`config.mk`:
```
export PLATFORM = sky130hd
export DESIGN_NAME = mul_div_exec_unit
export DESIGN_NICKNAME = d
export VERILOG_FILES = /design/src/rtl/tomasulo_pkg.sv /design/src/rtl/div_step.sv /design/src/rtl/mul_div_exec_unit.sv
export SDC_FILE = /design/constraint.sdc
export NUM_CORES = 1
export LEC_CHECK = 0
export BUFFER_PORTS_ARGS = -buffer_cell sky130_fd_sc_hd__buf_2
export CORE_UTILIZATION = 53
export CTS_BUF_LIST = sky130_fd_sc_hd__clkbuf_4
export DETAILED_ROUTE_END_ITERATION = 10
export GPL_TIMING_DRIVEN = 1
export MAX_ROUTING_LAYER = met4
export PLACE_DENSITY = 0.81
export SYNTH_ARGS = -nofsm -noshare
export SYNTH_HDL_FRONTEND = slang
export SYNTH_HIERARCHICAL = 1
export SYNTH_SLANG_ARGS = --single-unit
export TNS_END_PERCENT = 5
```
`constraint.sdc`:
```
create_clock -name clk -period 4.8 [get_ports clk]
set_input_delay 0.96 -clock clk [delete_from_list [all_inputs] [get_ports clk]]
set_output_delay 0.96 -clock clk [all_outputs]
set_load 0.005 [all_outputs]
```
`src/rtl/tomasulo_pkg.sv`:
```
// Shared definitions for the Tomasulo datapath blocks.
//  - Opcode encodings issued by the reservation stations.
//  - NOT_READY: operand sentinel used by the stations ("value not yet produced").
//  - State encoding of the MUL/DIV execution unit FSM.
package tomasulo_pkg;

  localparam logic [2:0] OP_ADD = 3'b000;
  localparam logic [2:0] OP_SUB = 3'b001;
  localparam logic [2:0] OP_MUL = 3'b010;
  localparam logic [2:0] OP_DIV = 3'b011;

  localparam logic [8:0] NOT_READY = 9'h1FF;

  typedef enum logic [1:0] {
    StIdle    = 2'd0,
    StMulWait = 2'd1,
    StDivIter = 2'd2,
    StDone    = 2'd3
  } exec_state_e;

endpackage

```
`src/rtl/div_step.sv`:
```
// One combinational restoring-division step.
// Ports:
//  rem_in   in  WIDTH  partial remainder from the previous step (always < divisor)
//  divisor  in  WIDTH  divisor (non-zero)
//  next_bit in  1      next dividend bit, shifted in at the LSB
//  rem_out  out WIDTH  new partial remainder
//  q_bit    out 1      quotient bit produced by this step
module div_step #(
  parameter int unsigned WIDTH = 9
) (
  input  logic [WIDTH-1:0] rem_in,
  input  logic [WIDTH-1:0] divisor,
  input  logic             next_bit,
  output logic [WIDTH-1:0] rem_out,
  output logic             q_bit
);

  logic [WIDTH:0] shifted;
  logic [WIDTH:0] diff;

  always_comb begin
    shifted = {rem_in, next_bit};
    diff    = shifted - {1'b0, divisor};
    // No borrow out of the top bit means shifted >= divisor.
    q_bit   = ~diff[WIDTH];
    rem_out = q_bit ? diff[WIDTH-1:0] : shifted[WIDTH-1:0];
  end

endmodule

```
`src/rtl/mul_div_exec_unit.sv`:
```
// Multi-cycle MUL/DIV functional unit, responder side of the reservation-station dispatch
// interface. Accepts one op in IDLE, returns a one-cycle done strobe with the result, and
// echoes dest/label for the CDB broadcast.
// Ports:
//  clk, rst            clock, asynchronous active-high reset
//  run                 dispatch request, sampled only in IDLE
//  op_x, op_y          operands (unsigned)
//  opcode              OP_MUL / OP_DIV, anything else is reported as illegal
//  dest_in, label_in   destination register and issuing station label
//  result              computed value, valid with done and held afterwards
//  done                one-cycle completion strobe
//  dest_out, label_out latched dest/label of the completing op
//  busy                high from accept through the done cycle
//  div_zero            DIV with op_y == 0 (held until next accept)
//  illegal_op          opcode was not MUL/DIV (held until next accept)
module mul_div_exec_unit
  import tomasulo_pkg::*;
#(
  parameter int unsigned WIDTH   = 9,
  parameter int unsigned REG_W   = 3,
  parameter int unsigned TAG_W   = 3,
  parameter int unsigned MUL_LAT = 3
) (
  input  logic             clk,
  input  logic             rst,
  input  logic             run,
  input  logic [WIDTH-1:0] op_x,
  input  logic [WIDTH-1:0] op_y,
  input  logic [2:0]       opcode,
  input  logic [REG_W-1:0] dest_in,
  input  logic [TAG_W-1:0] label_in,
  output logic [WIDTH-1:0] result,
  output logic             done,
  output logic [REG_W-1:0] dest_out,
  output logic [TAG_W-1:0] label_out,
  output logic             busy,
  output logic             div_zero,
  output logic             illegal_op
);

  localparam int unsigned CntMax = (WIDTH > MUL_LAT) ? WIDTH : MUL_LAT;
  localparam int unsigned CntW   = $clog2(CntMax + 1);

  exec_state_e      state_q, state_d;
  logic [CntW-1:0]  cnt_q, cnt_d;
  // a_q holds op_x; during DIV it doubles as the dividend/quotient shift register.
  logic [WIDTH-1:0] a_q, a_d;
  logic [WIDTH-1:0] b_q, b_d;
  logic [WIDTH-1:0] rem_q, rem_d;
  logic [WIDTH-1:0] result_q, result_d;
  logic [REG_W-1:0] dest_q, dest_d;
  logic [TAG_W-1:0] label_q, label_d;
  logic             div_zero_q, div_zero_d;
  logic             illegal_q, illegal_d;

  logic [WIDTH-1:0] mul_a, mul_b, mul_prod;
  logic [WIDTH-1:0] step_rem;
  logic             step_q_bit;

  // Operands stay latched while waiting; the product is sampled into result on the way
  // to DONE. With MUL_LAT == 1 that happens on the accept edge, straight from the inputs.
  always_comb begin
    mul_a    = (state_q == StIdle) ? op_x : a_q;
    mul_b    = (state_q == StIdle) ? op_y : b_q;
    mul_prod = mul_a * mul_b;  // low WIDTH bits only, overflow dropped
  end

  div_step #(
    .WIDTH(WIDTH)
  ) u_div_step (
    .rem_in  (rem_q),
    .divisor (b_q),
    .next_bit(a_q[WIDTH-1]),
    .rem_out (step_rem),
    .q_bit   (step_q_bit)
  );

  always_comb begin
    state_d    = state_q;
    cnt_d      = cnt_q;
    a_d        = a_q;
    b_d        = b_q;
    rem_d      = rem_q;
    result_d   = result_q;
    dest_d     = dest_q;
    label_d    = label_q;
    div_zero_d = div_zero_q;
    illegal_d  = illegal_q;

    unique case (state_q)
      StIdle: begin
        if (run) begin
          a_d        = op_x;
          b_d        = op_y;
          rem_d      = '0;
          dest_d     = dest_in;
          label_d    = label_in;
          div_zero_d = 1'b0;
          illegal_d  = 1'b0;
          if (opcode == OP_MUL) begin
            if (MUL_LAT <= 1) begin
              result_d = mul_prod;
              state_d  = StDone;
            end else begin
              cnt_d   = CntW'(MUL_LAT - 2);
              state_d = StMulWait;
            end
          end else if (opcode == OP_DIV) begin
            if (op_y == '0) begin
              result_d   = '1;
              div_zero_d = 1'b1;
              state_d    = StDone;
            end else begin
              cnt_d   = CntW'(WIDTH - 1);
              state_d = StDivIter;
            end
          end else begin
            result_d  = '0;
            illegal_d = 1'b1;
            state_d   = StDone;
          end
        end
      end
      StMulWait: begin
        if (cnt_q == '0) begin
          result_d = mul_prod;
          state_d  = StDone;
        end else begin
          cnt_d = cnt_q - CntW'(1);
        end
      end
      StDivIter: begin
        // Dividend bits leave at the MSB while quotient bits enter at the LSB.
        a_d   = {a_q[WIDTH-2:0], step_q_bit};
        rem_d = step_rem;
        if (cnt_q == '0) begin
          result_d = {a_q[WIDTH-2:0], step_q_bit};
          state_d  = StDone;
        end else begin
          cnt_d = cnt_q - CntW'(1);
        end
      end
      StDone: begin
        state_d = StIdle;
      end
      default: begin
        state_d = StIdle;
      end
    endcase
  end

  always_ff @(posedge clk or posedge rst) begin
    if (rst) begin
      state_q    <= StIdle;
      cnt_q      <= '0;
      a_q        <= '0;
      b_q        <= '0;
      rem_q      <= '0;
      result_q   <= '0;
      dest_q     <= '0;
      label_q    <= '0;
      div_zero_q <= 1'b0;
      illegal_q  <= 1'b0;
    end else begin
      state_q    <= state_d;
      cnt_q      <= cnt_d;
      a_q        <= a_d;
      b_q        <= b_d;
      rem_q      <= rem_d;
      result_q   <= result_d;
      dest_q     <= dest_d;
      label_q    <= label_d;
      div_zero_q <= div_zero_d;
      illegal_q  <= illegal_d;
    end
  end

  assign result     = result_q;
  assign done       = (state_q == StDone);
  assign busy       = (state_q != StIdle);
  assign dest_out   = dest_q;
  assign label_out  = label_q;
  assign div_zero   = div_zero_q;
  assign illegal_op = illegal_q;

endmodule

```
==> impl_metrics.prom <==
# TYPE chip_impl_metric gauge
chip_impl_metric{name="dr_total_vias",unit=""} 3653
chip_impl_metric{name="floorplan.rows",unit=""} 32
chip_impl_metric{name="global_route_wire_length_before_repair",unit="um"} 17680
chip_impl_metric{name="f_max",unit="MHz"} 213.0
chip_impl_metric{name="design.portCount",unit=""} 49
chip_impl_metric{name="totalWireLength",unit="um"} 11080
chip_impl_metric{name="overflow",unit=""} 0
chip_impl_info{name="worst_hold_path_type",value="register to register"} 1
chip_impl_info{name="ys.flop_type",value="dfrtp_1"} 1
chip_impl_metric{name="netlist_instances",unit=""} 453
chip_impl_metric{name="global_route_total_usage_across_every_layer",unit="%"} 27.10
chip_impl_metric{name="initial_antenna_violation_count",unit=""} 0
chip_impl_metric{name="finish.instance_area",unit="sq um"} 5313
chip_impl_metric{name="grt_max_degree",unit=""} 51
chip_impl_metric{name="core_region_area",unit="sq um"} 7848
chip_impl_metric{name="synth_enable_flop_cells",unit=""} 0
chip_impl_info{name="root_buffer",value="clkbuf_4"} 1
chip_impl_metric{name="dr.pass1.iters",unit=""} 4
chip_impl_metric{name="cts_num_sinks",unit=""} 50
chip_impl_metric{name="layout.core_utilization",unit="%"} 67.70
chip_impl_metric{name="area_delta_synth_final",unit="%"} 21.98
chip_impl_metric{name="synth_seq_cells",unit=""} 50
chip_impl_metric{name="maxCapViolations",unit=""} 0
chip_impl_metric{name="post_drt_via_cell_ratio",unit=""} 5.681
chip_impl_metric{name="count_of_filler_cells_inserted_in_the_layout",unit=""} 615
chip_impl_metric{name="detailedPlacementHpwl",unit="um"} 8058
chip_impl_metric{name="yosys.area.top_type_share",unit="%"} 28.73
chip_impl_metric{name="detailed_place.area",unit="sq um"} 4911
chip_impl_metric{name="fp.dieH",unit="um"} 92.65
chip_impl_metric{name="fin_worst_skew",unit="ns"} 0.01808
chip_impl_metric{name="final_antenna_net_count",unit=""} 0
chip_impl_info{name="path_class",value="register to register"} 1
chip_impl_metric{name="yosysUniqueCellTypes",unit=""} 53
chip_impl_metric{name="synth_nets",unit=""} 534
chip_impl_metric{name="synth_async_sr_flop_share",unit="%"} 100.0
chip_impl_metric{name="clk_path_buf_depth",unit=""} 2
chip_impl_metric{name="finalHoldViolCount",unit=""} 0
chip_impl_metric{name="drive_gt1_share",unit="%"} 34.57
chip_impl_metric{name="fin_crit",unit="ns"} 4.694
chip_impl_metric{name="crit_arrival",unit="ns"} 4.95
chip_impl_metric{name="via_count_of_the_first_global_routing_pass",unit=""} 3802
chip_impl_metric{name="final.period_utilization",unit="%"} 97.80
chip_impl_metric{name="insertedDiodeCount",unit=""} 0
chip_impl_metric{name="die_width",unit="um"} 92.65
chip_impl_metric{name="yosysSeqAreaShare",unit="%"} 28.73
chip_impl_metric{name="holdBufCountCts",unit=""} 0
chip_impl_metric{name="drc",unit=""} 0
chip_impl_info{name="rsz_0062_raised_after_global_routing",value="true"} 1
chip_impl_metric{name="die_area",unit="sq um"} 8584
chip_impl_metric{name="finalWeightedCongestion",unit=""} 0.9299
chip_impl_metric{name="worst-path-max-fanout",unit=""} 8
chip_impl_info{name="crit_chain",value="inv_2, ha_4, buf_8, mux2_4, and2_4, fa_2, ha_4, ha_4, inv_1, fa_1, inv_1, ha_2, fa_2, a21o_1, a21oi_2, xnor2_1, xnor2_1, xnor3_1, a21oi_2, o31ai_1"} 1
chip_impl_metric{name="final_tns_setup",unit="ns"} 0
chip_impl_info{name="tritoncts_clock_tree",value="done"} 1
chip_impl_metric{name="cpPeakStageDelay",unit="ns"} 0.49
chip_impl_metric{name="placement.io_buffers",unit=""} 48
chip_impl_metric{name="yosys_warnings",unit=""} 6
chip_impl_metric{name="per_instance_average_area_after_synthesis",unit="sq um"} 9.615
chip_impl_metric{name="initial_utilization",unit="%"} 55.50
chip_impl_info{name="crit_path_max_delay_cell_type",value="fa_1"} 1
chip_impl_info{name="critical_path.startpoint_type",value="register"} 1
chip_impl_metric{name="drv_slew",unit=""} 0
chip_impl_metric{name="drt-initial-drc-count",unit=""} 164
chip_impl_info{name="yosys.area.top_type",value="dfrtp_1"} 1
chip_impl_info{name="status",value="completed"} 1
chip_impl_metric{name="crit_required",unit="ns"} 5.05
chip_impl_metric{name="clkTransAtPathRegs",unit="ns"} 0.16
chip_impl_metric{name="worst_skew_pair.late_latency",unit="ns"} 0.39
chip_impl_metric{name="tightest_slew",unit="ns"} 1.070
chip_impl_metric{name="cts_htree_levels",unit=""} 2
chip_impl_metric{name="slew-limit-headroom",unit="%"} 28.57
chip_impl_metric{name="final_net_count",unit=""} 621
chip_impl_metric{name="setup_viol",unit=""} 0
chip_impl_metric{name="post_synth_instance_area",unit="sq um"} 4355
chip_impl_metric{name="average_wire_per_standard_cell",unit="um"} 17.23
chip_impl_metric{name="cts_inserted_buffers",unit=""} 5
chip_impl_info{name="worst_path_most_repeated_cell",value="ha_4"} 1
chip_impl_info{name="largest_cells_by_area_after_synthesis",value="dfrtp_1 29%, ha_1 9.2%, fa_1 8.7%"} 1
chip_impl_info{name="cp-end-kind",value="register"} 1
routing by layer:
layer | part of all wire [%] | global-route usage [%] | vias up | wire (um)
met1 | 40 | 31.86 | 1788 | 4438
met3 | 5.8 | 3.859 | 23 | 641
li1 | - | - | 1732 | -
met2 | 52 | 47.65 | 110 | 5802
met4 | 1.7 | 9.231 | 0 | 193
met5 | 0 | - | - | 0
cell usage in the layout, fill, tap and decap left out, types with 4 or more instances in the layout:
cell and count:
and2_1 6, clkbuf_4 5, dfrtp_1 50, o21ai_0 22, a21o_1 10, ha_4 8, buf_2 48, a211oi_1 5
ha_1 23, inv_2 11, mux2_4 18, buf_4 41, inv_1 39, nand3_1 5, nand2_2 9, a22oi_1 11
nand2_1 50, nor2_1 15, mux2i_1 24, nand2b_1 4, mux2_2 17, o31ai_1 5, xnor2_1 16, fa_2 4
fa_1 15, buf_6 5, xor2_1 5, a21oi_1 15, nor2b_1 4
worst paths after layout:
kind / start / cells after the start / endpoint / slack (ns)
setup / recovery: state_q[1] / 20 / result[8] / 0.11
hold / removal: result[1] / 1 / result[1] / 0.49
setup reg to reg: state_q[1] / 20 / result[8] / 0.11
hold reg to reg: result[1] / 1 / result[1] / 0.49
max in group asynchronous: rst / 2 / b_q[2] / 3.33
min in group asynchronous: rst / 2 / dest_out[1] / 0.81
per-stage QoR:
stage	setup slack [ns]	instances	hold slack (ns)
5_1_grt	-0.1227	643	0.5127
2_1_floorplan	0.000001332	453	0.4615
6_report	0.1057	643	0.4905
3_5_place_dp	-0.2116	623	0.4620
4_1_cts	0.00006706	631	0.4940
3_3_place_gp	-0.1550	623	0.4573
synth_stat cells (8+ instances only):
| cell type | instances |
|---|---|
| nand2_1 | 57 |
| dfrtp_1 | 50 |
| inv_1 | 50 |
| ha_1 | 32 |
| mux2_2 | 25 |
| mux2i_1 | 24 |
| o21ai_0 | 23 |
| fa_1 | 19 |
| a21oi_1 | 17 |
| xnor2_1 | 17 |
| nor2_1 | 15 |
| a21o_1 | 11 |
| a22oi_1 | 11 |
| clkbuf_1 | 10 |
| mux2_4 | 10 |
| and2_1 | 8 |
cells by family (layout without fill, tap and decap cells):
family          count (synthesis)  in the layout  synth area share (%)
simple gates                  109            109                 11.72
compound gates                 91             91                 13.85
buf+inv                        69            157                 7.038
mux                            59             59                 15.43
fa+ha+maj                      51             51                 17.93
flops                          50             50                 28.73
xor+xnor                       24             24                 5.315
critical path: cells and delay by family (launching register included):
kind,cells,cell delay (ns)
AO/OA/AOI/OAI,4,0.52
XOR/XNOR,3,0.59
adder cells (fa/ha/maj),7,2.17
buffers and inverters,4,0.36
flip-flops,1,0.42
multiplexers,1,0.35
AND/OR/NAND/NOR,1,0.15
flip-flops by register name (all words and copies together) (netlist names):
register,count
cnt_q,4
illegal_op,1
b_q,9
dest_out,3
result,9
div_zero,1
rem_q,9
a_q,9
label_out,3
state_q,2
timing repair:
item,in CTS,in global routing
endpoints found under the hold margin,0,0
resized for setup,8,45
pin swaps,0,28
cloned,0,0
endpoints found under the setup margin,1,1
setup buffers,0,12
layout make-up:
class | instances | area, sq um | share of cell area, %
clock buffers | 5 | 37.54 | 0.7065
well taps | 102 | 127.6 | 2.402
flip-flops and latches | 50 | 1251 | 23.55
clock inverters | 3 | 40.04 | 0.7536
inverters | 51 | 196.4 | 3.698
repair buffers | 98 | 674.4 | 12.69
multi-input cells | 334 | 2985 | 56.19
Power is not shown: default switching activity piles up to over one toggle a cycle in this logic, so the estimate is an artifact.
